===== src/rtl/discrete_sample_sink_pkg.sv =====
// Shared types and helpers for the discrete-circuit sample sink and its FIFO.
package discrete_sample_sink_pkg;

  // One audio sample as produced by the discrete circuit model.
  typedef logic signed [15:0] sample_t;

  // Capture states: wait for a strobe, then take the producer's fresh value.
  typedef enum logic {StIdle, StArmed} cap_state_e;

  // Phase accumulator width: ceil(log2(clock_rate)) + 1.
  function automatic int unsigned acc_width(input int unsigned clock_rate);
    return $clog2(clock_rate) + 1;
  endfunction

endpackage


===== src/rtl/discrete_sample_sink_fifo.sv =====
// sample_fifo: small sample buffer with registered head, ready/valid output
// and a sticky drop flag.
module sample_fifo
  import discrete_sample_sink_pkg::*;
#(
  parameter int unsigned DEPTH = 4
) (
  input  logic    clk,
  input  logic    rst_n,
  input  logic    push,
  input  sample_t push_data,
  output sample_t out_data,
  output logic    out_valid,
  input  logic    out_ready,
  output logic    overflow,
  input  logic    overflow_clr
);

  localparam int unsigned IW = $clog2(DEPTH);
  localparam int unsigned PW = IW + 1;

  sample_t       mem [DEPTH];
  logic [PW-1:0] wr_ptr, rd_ptr, wr_ptr_d, rd_ptr_d, count;
  logic          full, pop, do_write, drop, valid_d;
  sample_t       head_d;

  // Pointer arithmetic and the head entry as it will look after this edge.
  always_comb begin
    count    = wr_ptr - rd_ptr;
    full     = (count == PW'(DEPTH));
    pop      = out_valid && out_ready;
    // A pop frees the slot, so a full FIFO still accepts a simultaneous push.
    do_write = push && (!full || pop);
    drop     = push && full && !pop;
    wr_ptr_d = wr_ptr + PW'(do_write);
    rd_ptr_d = rd_ptr + PW'(pop);
    valid_d  = (wr_ptr_d != rd_ptr_d);
    // When the new head is the slot being written this edge, bypass memory.
    if (do_write && (rd_ptr_d == wr_ptr)) begin
      head_d = push_data;
    end else begin
      head_d = mem[rd_ptr_d[IW-1:0]];
    end
  end

  // Storage array; contents are don't-care until written.
  always_ff @(posedge clk) begin
    if (do_write) begin
      mem[wr_ptr[IW-1:0]] <= push_data;
    end
  end

  // Pointers, registered head view and sticky overflow flag.
  always_ff @(posedge clk or negedge rst_n) begin
    if (!rst_n) begin
      wr_ptr    <= '0;
      rd_ptr    <= '0;
      out_valid <= 1'b0;
      out_data  <= '0;
      overflow  <= 1'b0;
    end else begin
      wr_ptr    <= wr_ptr_d;
      rd_ptr    <= rd_ptr_d;
      out_valid <= valid_d;
      // Hold the last value when empty rather than exposing stale memory.
      if (valid_d) begin
        out_data <= head_d;
      end
      // A new drop outranks a clear in the same cycle.
      if (drop) begin
        overflow <= 1'b1;
      end else if (overflow_clr) begin
        overflow <= 1'b0;
      end
    end
  end

endmodule


===== src/rtl/discrete_sample_sink.sv =====
// discrete_sample_sink: generates the audio-rate strobe for the discrete
// circuit blocks, captures each new sample and buffers it for downstream.
module discrete_sample_sink
  import discrete_sample_sink_pkg::*;
#(
  parameter int unsigned CLOCK_RATE  = 1000000,
  parameter int unsigned SAMPLE_RATE = 48000,
  parameter int unsigned FIFO_DEPTH  = 4
) (
  input  logic    clk,
  input  logic    I_RSTn,
  output logic    audio_clk_en,
  input  sample_t in,
  output sample_t out_data,
  output logic    out_valid,
  input  logic    out_ready,
  output logic    overflow,
  input  logic    overflow_clr
);

  localparam int unsigned AW = acc_width(CLOCK_RATE);

  logic [AW-1:0] acc, acc_sum;
  logic          wrap;
  cap_state_e    state;
  logic          push;

  // Next phase; headroom of one bit keeps acc + SAMPLE_RATE from overflowing.
  always_comb begin
    acc_sum = acc + AW'(SAMPLE_RATE);
    wrap    = (acc_sum >= AW'(CLOCK_RATE));
  end

  // Phase accumulator: one registered strobe each time the phase wraps.
  always_ff @(posedge clk or negedge I_RSTn) begin
    if (!I_RSTn) begin
      acc          <= '0;
      audio_clk_en <= 1'b0;
    end else if (wrap) begin
      acc          <= acc_sum - AW'(CLOCK_RATE);
      audio_clk_en <= 1'b1;
    end else begin
      acc          <= acc_sum;
      audio_clk_en <= 1'b0;
    end
  end

  // Capture FSM: arm on the strobe, push one cycle later once the producer
  // register has taken its new value.
  always_ff @(posedge clk or negedge I_RSTn) begin
    if (!I_RSTn) begin
      state <= StIdle;
    end else begin
      unique case (state)
        StIdle:  if (audio_clk_en) state <= StArmed;
        StArmed: state <= StIdle;
        default: state <= StIdle;
      endcase
    end
  end

  assign push = (state == StArmed);

  sample_fifo #(
    .DEPTH(FIFO_DEPTH)
  ) u_fifo (
    .clk         (clk),
    .rst_n       (I_RSTn),
    .push        (push),
    .push_data   (in),
    .out_data    (out_data),
    .out_valid   (out_valid),
    .out_ready   (out_ready),
    .overflow    (overflow),
    .overflow_clr(overflow_clr)
  );

endmodule


===== config.mk =====
export PLATFORM = sky130hd
export DESIGN_NAME = discrete_sample_sink
export DESIGN_NICKNAME = d
export VERILOG_FILES = /design/src/rtl/discrete_sample_sink_pkg.sv /design/src/rtl/discrete_sample_sink_fifo.sv /design/src/rtl/discrete_sample_sink.sv
export SDC_FILE = /design/constraint.sdc
export NUM_CORES = 1
export LEC_CHECK = 0
export ABC_AREA = 0
export CORE_AREA = 2 2 102 104
export CTS_CLUSTER_SIZE = 12
export DETAILED_ROUTE_END_ITERATION = 8
export DIE_AREA = 0 0 104 106
export GPL_ROUTABILITY_DRIVEN = 0
export PLACE_DENSITY = 0.66
export REMOVE_ABC_BUFFERS = 1
export SLEW_MARGIN = 5
export SYNTH_ARGS = -nofsm -noshare
export SYNTH_HDL_FRONTEND = slang
export SYNTH_SLANG_ARGS = --single-unit

===== constraint.sdc =====
create_clock -name clk -period 3.52 [get_ports clk]
set_input_delay 0.704 -clock clk [delete_from_list [all_inputs] [get_ports clk]]
set_output_delay 0.704 -clock clk [all_outputs]
set_load 0.05 [all_outputs]

==> results.cfg, run 1 <==
[status]
outcome = finished clean

[global_routing]
grt_pass1_vias = 2944
grt_usage_pct = 17.4
grt_pass1_wl_mm = 15.0
grt_overflow = 0
grt_max_degree = 42
antenna_found_initial = 0

[setup_path]
crit_slowest_cell = dfrtp_1
r2r-start = acc[7]
path_max_fanout = 11
crit_path_start_kind = flop
rr_worst_depth = 10
reg2reg_setup_slack_ns = 0.54
path_buf_inv = 2
rr_endpoint = acc[13]
worstSetupEndpointType = flop
required_ns = 3.81
path_cells = inv_1 > ha_1 > nand2b_1 > nand2_1 > a221oi_2 > nor2_1 > o31ai_4 > buf_4 > and2b_1 > xnor2_1
crit_arrival_ns = 3.26
crit_family = compound AO/OA/AOI/OAI gates
path_class = reg2reg
critPathMaxStageDelay_ns = 0.58
worst-path-stages = 10

[timing]
holdWs_ns = 0.449
setup_ws_ns = 0.545
tightest_slew_ns = 0.981
fin_crit_ns = 2.98
drv_slew = 0
slew_headroom_pct = 34.6
period_share_pct = 84.5
setup_viol = 0
rsz0062_at_grt = false
fmax_mhz = 336
hold_viol = 0
skew_ns = 0.0146

[clock_tree]
ctsResizeCount = 0
cts_tree = done
cts_hold_buf = 0
clk_pin_slew_ns = 0.11
cts_root_buf = clkbuf_8
clockBufferDepth = 2
cts_setup_buffers = 0
numCtsBuffers = 9
clock_latency_ns = 0.37
clock-sinks = 105
cts_max_level = 3

[worst_hold_path]
min_to = push
holdPathStages = 1
holdCritPathClass = reg2reg
hold_start = push

[cells_and_area]
n_antenna_cell = 0
final_core_util_pct = 56.4
multi_input_area_mm2 = 0.00182
fillCellCount = 845
stdcell_area_mm2 = 0.00564
drive_gt1_share_pct = 16.4
regArea_mm2 = 0.00295
nNetsFinal = 417
area_growth_pct = 15.3

[yosys]
ys_ff_latch = 105
yosys.area.top_type = edfxtp_1
synth_enable_flop_cells = 64
yosysTopAreaCellShare_pct = 39.3
netlist_instances = 342
synthArstFlopShare_pct = 39.0
syn_avg_cell_area_um2 = 14.3
synthTopCellsByArea = edfxtp_1, dfrtp_1, mux4_2, mux2i_1, xnor2_1
ys_warn_count = 0
synthFlopType = edfxtp_1
netlist_area_mm2 = 0.00489
synth_cell_types = 57
seq_area_frac_synth_pct = 60.2

[power]
power_leakage_nw = 2.16
powerDensity_mw_per_mm2 = 653
total_power_mw = 3.69
vdd_drop_max_uv = 276

[placed_design]
hpwlAfterDp_mm = 5.89
place_worst_setup_slack_ns = 0.449
portBuffers = 38
place_area_mm2 = 0.00546

[floorplan]
dieArea_mm2 = 0.0110
dieHeight_um = 106
coreArea_mm2 = 0.0100
pin_count = 39
num_rows = 37
start_util_pct = 48.9
die_w_um = 104

[detailed_routing]
viasPerCell = 5.40
wl_per_cell_um = 16.8
first_pass_iters = 5
drt_iter0_drc = 107
vias = 2848
wirelength_mm = 8.87
drc_errors = 0
drtAntennaViolNets = 0

[flow_run]
drv_cap = 0
## synthesized netlist by cell type, types with 7 or more instances
master,count
edfxtp_1,64
dfrtp_1,41
nand2_1,29
o21ai_0,20
mux2i_1,17
xnor2_1,17
mux4_2,16
inv_1,14
clkbuf_1,11
ha_1,11
nor2_1,10
xor2_1,10
nor2b_1,7
## report_power, final
group	switching (mW)	internal, mW	total, mW
sequential	0.0862	1.44	1.53
clock	0.432	0.275	0.707
combinational	0.838	0.613	1.45
total	1.36	2.33	3.69
## placed cells by master (no fill, tap or decap), types with 3 or more instances in the layout
cell type,count
edfxtp_1,64
dfrtp_1,41
clkdlybuf4s50_1,37
nand2_1,29
o21ai_0,20
xnor2_1,17
mux2i_1,17
mux4_2,16
inv_1,14
buf_4,12
ha_1,11
xor2_1,10
nor2_1,10
clkbuf_8,9
nor2b_1,7
a21oi_1,5
nand3b_1,4
and3_1,4
nand3_1,3
nand2_4,3
xor2_2,3
inv_8,3
## logic make-up (layout without fill, tap and decap cells)
group | after synthesis | in the layout | synth area share [%]
compound gates | 51 | 51 | 8.33
mux | 34 | 34 | 11.1
buf+inv | 31 | 80 | 2.79
flops | 105 | 105 | 60.2
xor+xnor | 30 | 30 | 5.83
fa+ha+maj | 11 | 11 | 2.81
simple gates | 80 | 80 | 8.95
## metrics by stage
step                      TNS (ns)  instances
after detailed placement         0        511
final                            0        527
after global routing             0        527
after global placement           0        511
after CTS                        0        527
after floorplan              -4.29        325
## how the worst max path moves through the flow
stage / startpoint / slack, ns / to
3_5_place_dp: out_ready / 0.45 / u_fifo.out_data[13]
6_report: acc[7] / 0.54 / acc[13]
5_1_grt: acc[7] / 0.23 / acc[11]
4_1_cts: acc[7] / 0.52 / acc[13]
2_1_floorplan: u_fifo.wr_ptr[0] / -0.26 / u_fifo.out_data[0]
3_3_place_gp: out_ready / 0.47 / u_fifo.out_data[14]
## layout make-up
class | count | area share (%)
Tap cell | 136 | 3.02
Inverter | 14 | 0.931
Sequential cell | 105 | 52.3
Clock inverter | 6 | 1.02
Clock buffer | 10 | 2.26
Timing Repair Buffer | 50 | 8.25
Multi-Input combinational cell | 206 | 32.3
## routing by layer
| metal | up-vias | wire [µm] | track usage [%] |
|---|---|---|---|
| met2 | 57 | 4260 | 27.7 |
| met4 | 0 | 121 | 7.05 |
| met3 | 10 | 237 | 2.58 |
| li1 | 1347 | - | - |
| met5 | - | 0 | 0 |
| met1 | 1434 | 4250 | 24.4 |
## worst register-to-register path, cell delays in order (launching register included)
cell	delay [ns]
dfrtp_1	0.58
inv_1	0.12
ha_1	0.31
nand2b_1	0.20
nand2_1	0.15
a221oi_2	0.54
nor2_1	0.15
o31ai_4	0.34
buf_4	0.24
and2b_1	0.15
xnor2_1	0.10
## sequential cells by signal, indices dropped and copies added (netlist names)
| name | cells |
|---|---|
| push | 1 |
| u_fifo.mem | 64 |
| u_fifo.out_valid | 1 |
| acc | 15 |
| u_fifo.wr_ptr | 3 |
| u_fifo.out_data | 16 |
| u_fifo.overflow | 1 |
| u_fifo.rd_ptr | 3 |
| audio_clk_en | 1 |
Note: power is estimated with default switching activity, not from simulation.
==> run 2, diff against run 1 <==
--- a/config.mk
+++ b/config.mk
@@ -11,7 +11,7 @@
 export DETAILED_ROUTE_END_ITERATION = 8
 export DIE_AREA = 0 0 104 106
 export GPL_ROUTABILITY_DRIVEN = 0
-export PLACE_DENSITY = 0.66
+export PLACE_DENSITY = 0.69
 export REMOVE_ABC_BUFFERS = 1
 export SLEW_MARGIN = 5
 export SYNTH_ARGS = -nofsm -noshare
==> constraint.sdc (replaced) <==
create_clock -name clk -period 2.65 [get_ports clk]
set_input_delay 0.53 -clock clk [delete_from_list [all_inputs] [get_ports clk]]
set_output_delay 0.53 -clock clk [all_outputs]
set_load 0.05 [all_outputs]
==> run 2 against run 1 <==
Compared with the run above:
- critical path depth fell by 2
- routed wire length increased by 16%
- utilization increased by 4.4 points
- fmax grew 16%
- design area up 7.9%
- critical path type unchanged
- critical endpoint unchanged
==> results.cfg, run 2 (synthesis results as in run 1) <==
[status]
outcome = finished clean

[detailed_routing]
wl_per_cell_um = 18.5
drtAntennaViolNets = 0
wirelength_mm = 10.3
viasPerCell = 5.43
first_pass_iters = 4
drc_errors = 0
vias = 3036
drt_iter0_drc = 201

[timing]
skew_ns = 0.0134
slew_headroom_pct = 65.0
rsz0062_at_grt = true
hold_viol = 0
fmax_mhz = 388
drv_slew = 0
setup_viol = 0
period_share_pct = 97.2
fin_crit_ns = 2.58
finalSetupTns_ns = 0
tightest_slew_ns = 0.525

[cells_and_area]
layoutNonFillerInstCount = 559
final_common_cell = edfxtp_1
area_growth_pct = 24.3
final_cell_mix = edfxtp_1, dfrtp_1, clkdlybuf4s50_1
largest_reg_flops = 64
drive_gt1_share_pct = 26.5
nNetsFinal = 449
n_antenna_cell = 0

[setup_path]
r2r-start = acc[7]
path_max_fanout = 6
path_class = reg2reg
required_ns = 2.91
worstSetupEndpointType = flop
reg2reg_setup_slack_ns = 0.07
crit_arrival_ns = 2.84
rr_endpoint = acc[13]
crit_path_start_kind = flop
rr_worst_depth = 8

[global_routing]
grt_pass1_vias = 3015
grt_usage_pct = 18.3
grt_pass1_wl_mm = 15.6
grt_max_degree = 28
antenna_found_initial = 0
grt_overflow = 0

[floorplan]
num_rows = 37
dieHeight_um = 106
pin_count = 39
dieArea_mm2 = 0.0110
die_w_um = 104
start_util_pct = 48.9
coreArea_mm2 = 0.0100

[placed_design]
portBuffers = 38
hpwlAfterDp_mm = 6.41
dp.cells = 532

[clock_tree]
clock-sinks = 105
clk_pin_slew_ns = 0.11
clock_latency_ns = 0.37
numCtsBuffers = 9
clockBufferDepth = 2
cts_hold_buf = 0
cts_root_buf = clkbuf_8
cts_tree = done
cts_max_level = 3

[power]
vdd_drop_max_uv = 503
powerDensity_mw_per_mm2 = 893
total_power_mw = 5.43
power_leakage_nw = 2.36

[flow_run]
drv_cap = 0

[worst_hold_path]
holdCritPathClass = in2async
==> run 2: final cells by class <==
cell class | count | area (µm²)
Fill cell | 814 | 3910
Sequential cell | 105 | 2950
Multi-Input combinational cell | 206 | 1920
Timing Repair Buffer | 82 | 806
Tap cell | 136 | 170
Clock buffer | 10 | 128
Clock inverter | 6 | 57.6
Inverter | 14 | 52.6
==> run 2: repair_timing <==
action	CTS	global route
pin swaps	2	9
buffers inserted	0	8
resized for setup	4	21
endpoints found under the setup margin	23	31
cloned	0	3
==> run 2: stage by stage <==
stage | worst slack [ns] | utilization [%] | hold WS (ns) | area (µm²)
after floorplan | -1.13 | - | 0.234 | 4810
after global placement | -0.0682 | 56.6 | 0.451 | 5660
after detailed placement | -0.130 | 56.6 | 0.463 | 5660
after CTS | 0.00778 | 58.6 | 0.105 | 5860
after global routing | -0.0401 | 60.9 | 0.127 | 6090
final | 0.0744 | 60.9 | 0.107 | 6090
==> run 2: metal layers <==
metal	part of all wire, %	wire length, µm	track usage [%]
met1	46	4710	26.2
met2	49	5020	28.2
met3	4.2	436	2.82
met4	1.5	157	7.72
met5	0	0	0
==> run 2: how the worst max path moves through the flow <==
stage	from	endpoint	slack, ns	cells after the start
after global placement	out_ready	u_fifo.out_data[9]	-0.07	11
final	acc[7]	acc[13]	0.07	8
after global routing	u_fifo.rd_ptr[0]	u_fifo.out_data[10]	-0.04	14
after detailed placement	out_ready	u_fifo.out_data[5]	-0.13	11
after CTS	acc[8]	acc[17]	0.008	10
after floorplan	u_fifo.wr_ptr[0]	u_fifo.out_data[0]	-1.13	11
==> run 2: power by group <==
part | internal (mW) | total (mW) | switching (mW)
Combinational | 1.15 | 2.44 | 1.29
Sequential | 1.92 | 2.02 | 0.105
Clock | 0.367 | 0.976 | 0.609
==> run 2: critical path: stages, from the launching register on <==
cell and delay, ns:
dfrtp_2 0.46, or4b_4 0.56, a2111oi_4 0.34, o31ai_2 0.17
a2111oi_4 0.35, o31ai_4 0.13, buf_6 0.18, and2b_1 0.16
xnor2_1 0.12
==> run 3, diff against run 2 <==
--- a/config.mk
+++ b/config.mk
@@ -6,12 +6,12 @@
 export NUM_CORES = 1
 export LEC_CHECK = 0
 export ABC_AREA = 0
-export CORE_AREA = 2 2 102 104
+export CORE_AREA = 2 2 101 103
 export CTS_CLUSTER_SIZE = 12
 export DETAILED_ROUTE_END_ITERATION = 8
-export DIE_AREA = 0 0 104 106
+export DIE_AREA = 0 0 103 105
 export GPL_ROUTABILITY_DRIVEN = 0
-export PLACE_DENSITY = 0.69
+export PLACE_DENSITY = 0.7
 export REMOVE_ABC_BUFFERS = 1
 export SLEW_MARGIN = 5
 export SYNTH_ARGS = -nofsm -noshare
==> run 3 against run 2 <==
Compared with the run above:
- critical endpoint is now u_fifo.out_data[1]
- total power is 2.3% lower
- worst hold slack better by 0.20 ns
- clock power is 5.4% lower
- critical path type unchanged
- critical path depth is 6 higher
- highest routed layer unchanged
- clock skew is 0.0026 ns lower
==> results.cfg, run 3 (synthesis results as in run 1) <==
[status]
outcome = finished clean

[cells_and_area]
drive_gt1_share_pct = 24.4
layoutNonFillerInstCount = 551
regArea_mm2 = 0.00295
multi_input_area_mm2 = 0.00191
fillCellCount = 770
final_core_util_pct = 62.3
final_cell_mix = edfxtp_1, dfrtp_1, clkdlybuf4s50_1
area_growth_pct = 22.7
nNetsFinal = 444
final_common_cell = edfxtp_1
largest_reg_flops = 64
n_antenna_cell = 0

[detailed_routing]
vias = 2958
drtAntennaViolNets = 0
first_pass_iters = 4
wirelength_mm = 9.55
drc_errors = 0
wl_per_cell_um = 17.3
drt_iter0_drc = 147
viasPerCell = 5.37

[timing]
setup_viol = 0
hold_viol = 0
skew_ns = 0.0107
drv_slew = 0
tightest_slew_ns = 0.984
setup_ws_ns = 0.112
fin_crit_ns = 2.54
slew_headroom_pct = 34.4
period_share_pct = 95.8
fmax_mhz = 394

[floorplan]
dieArea_mm2 = 0.0108
start_util_pct = 50.8
coreArea_mm2 = 0.00964
num_rows = 36
die_w_um = 103
pin_count = 39
dieHeight_um = 105

[placed_design]
portBuffers = 38
hpwlAfterDp_mm = 6.06
place_worst_setup_slack_ns = -0.187
dp.cells = 529

[global_routing]
grt_pass1_wl_mm = 15.0
grt_max_degree = 42
grt_overflow = 0
grt_pass1_vias = 3020
grt_usage_pct = 18.2
antenna_found_initial = 0

[clock_tree]
clock_latency_ns = 0.37
clock-sinks = 105
cts_tree = done
numCtsBuffers = 9
cts_max_level = 3
cts_root_buf = clkbuf_8
clk_pin_slew_ns = 0.11
cts_hold_buf = 0
clockBufferDepth = 2

[setup_path]
worstSetupEndpointType = flop
path_class = reg2reg
path_max_fanout = 7
rr_worst_depth = 14
crit_arrival_ns = 2.82
required_ns = 2.94
crit_path_start_kind = flop

[power]
power_leakage_nw = 2.33
vdd_drop_max_uv = 617
powerDensity_mw_per_mm2 = 884

[flow_run]
drv_cap = 0

[worst_hold_path]
holdCritPathClass = in2async
run 3: per-stage QoR:
step                      TNS (ns)  cell area, µm²  hold slack (ns)  power [mW]
after CTS                        0            5840            0.329        5.12
after floorplan             -22.96            4810            0.234        3.43
after global routing       -0.0595            6010            0.373        5.60
after global placement       -2.13            5650            0.445        4.14
after detailed placement     -2.71            5650            0.444        4.18
final                            0            6010            0.304        5.31
run 3: path summary, 6_finish.rpt:
check,end,slack (ns),from
max,u_fifo.out_data[1],0.11,u_fifo.rd_ptr[0]
max in group asynchronous,u_fifo.overflow,1.72,I_RSTn
min in group clk,push,0.46,push
max reg2reg,u_fifo.out_data[1],0.11,u_fifo.rd_ptr[0]
min,acc[19],0.30,I_RSTn
min reg2reg,push,0.46,push
run 3: per-layer routing:
layer	global-route usage (%)	vias up	wire (µm)
li1	-	1404	-
met1	26.5	1496	4480
met2	27.7	45	4660
met3	2.81	13	303
met4	6.86	0	106
met5	0	-	0
run 3: power by group:
group	leakage (nW)	internal, mW	switching (mW)	total (mW)
combinational	1.18	1.10	1.27	2.37
sequential	1.06	1.92	0.102	2.02
clock	0.0903	0.357	0.566	0.923
run 3: worst max-delay path: stages (launching register included):
cell	delay, ns
dfrtp_1	0.40
ha_1	0.20
nor2b_4	0.12
xnor2_1	0.14
nand4_1	0.12
and2_4	0.18
ha_4	0.16
ha_4	0.17
xor2_4	0.16
xnor2_2	0.15
nor3_2	0.18
buf_6	0.17
clkbuf_16	0.15
nand2_1	0.06
o21ai_0	0.08
run 3: area by class of cell:
type	instances	area share (%)
clock buffer	10	2.12
clock inverter	6	0.875
inverter	14	0.875
multi-input combinational	206	31.8
sequential	105	49.1
tap	133	2.77
timing repair buffer	77	12.5
run 3: what timing repair did:
action,in CTS,in global routing
setup endpoints to repair,20,30
pin swaps,3,10
cloned,0,3
buffers inserted,1,2
gates resized for setup,0,24
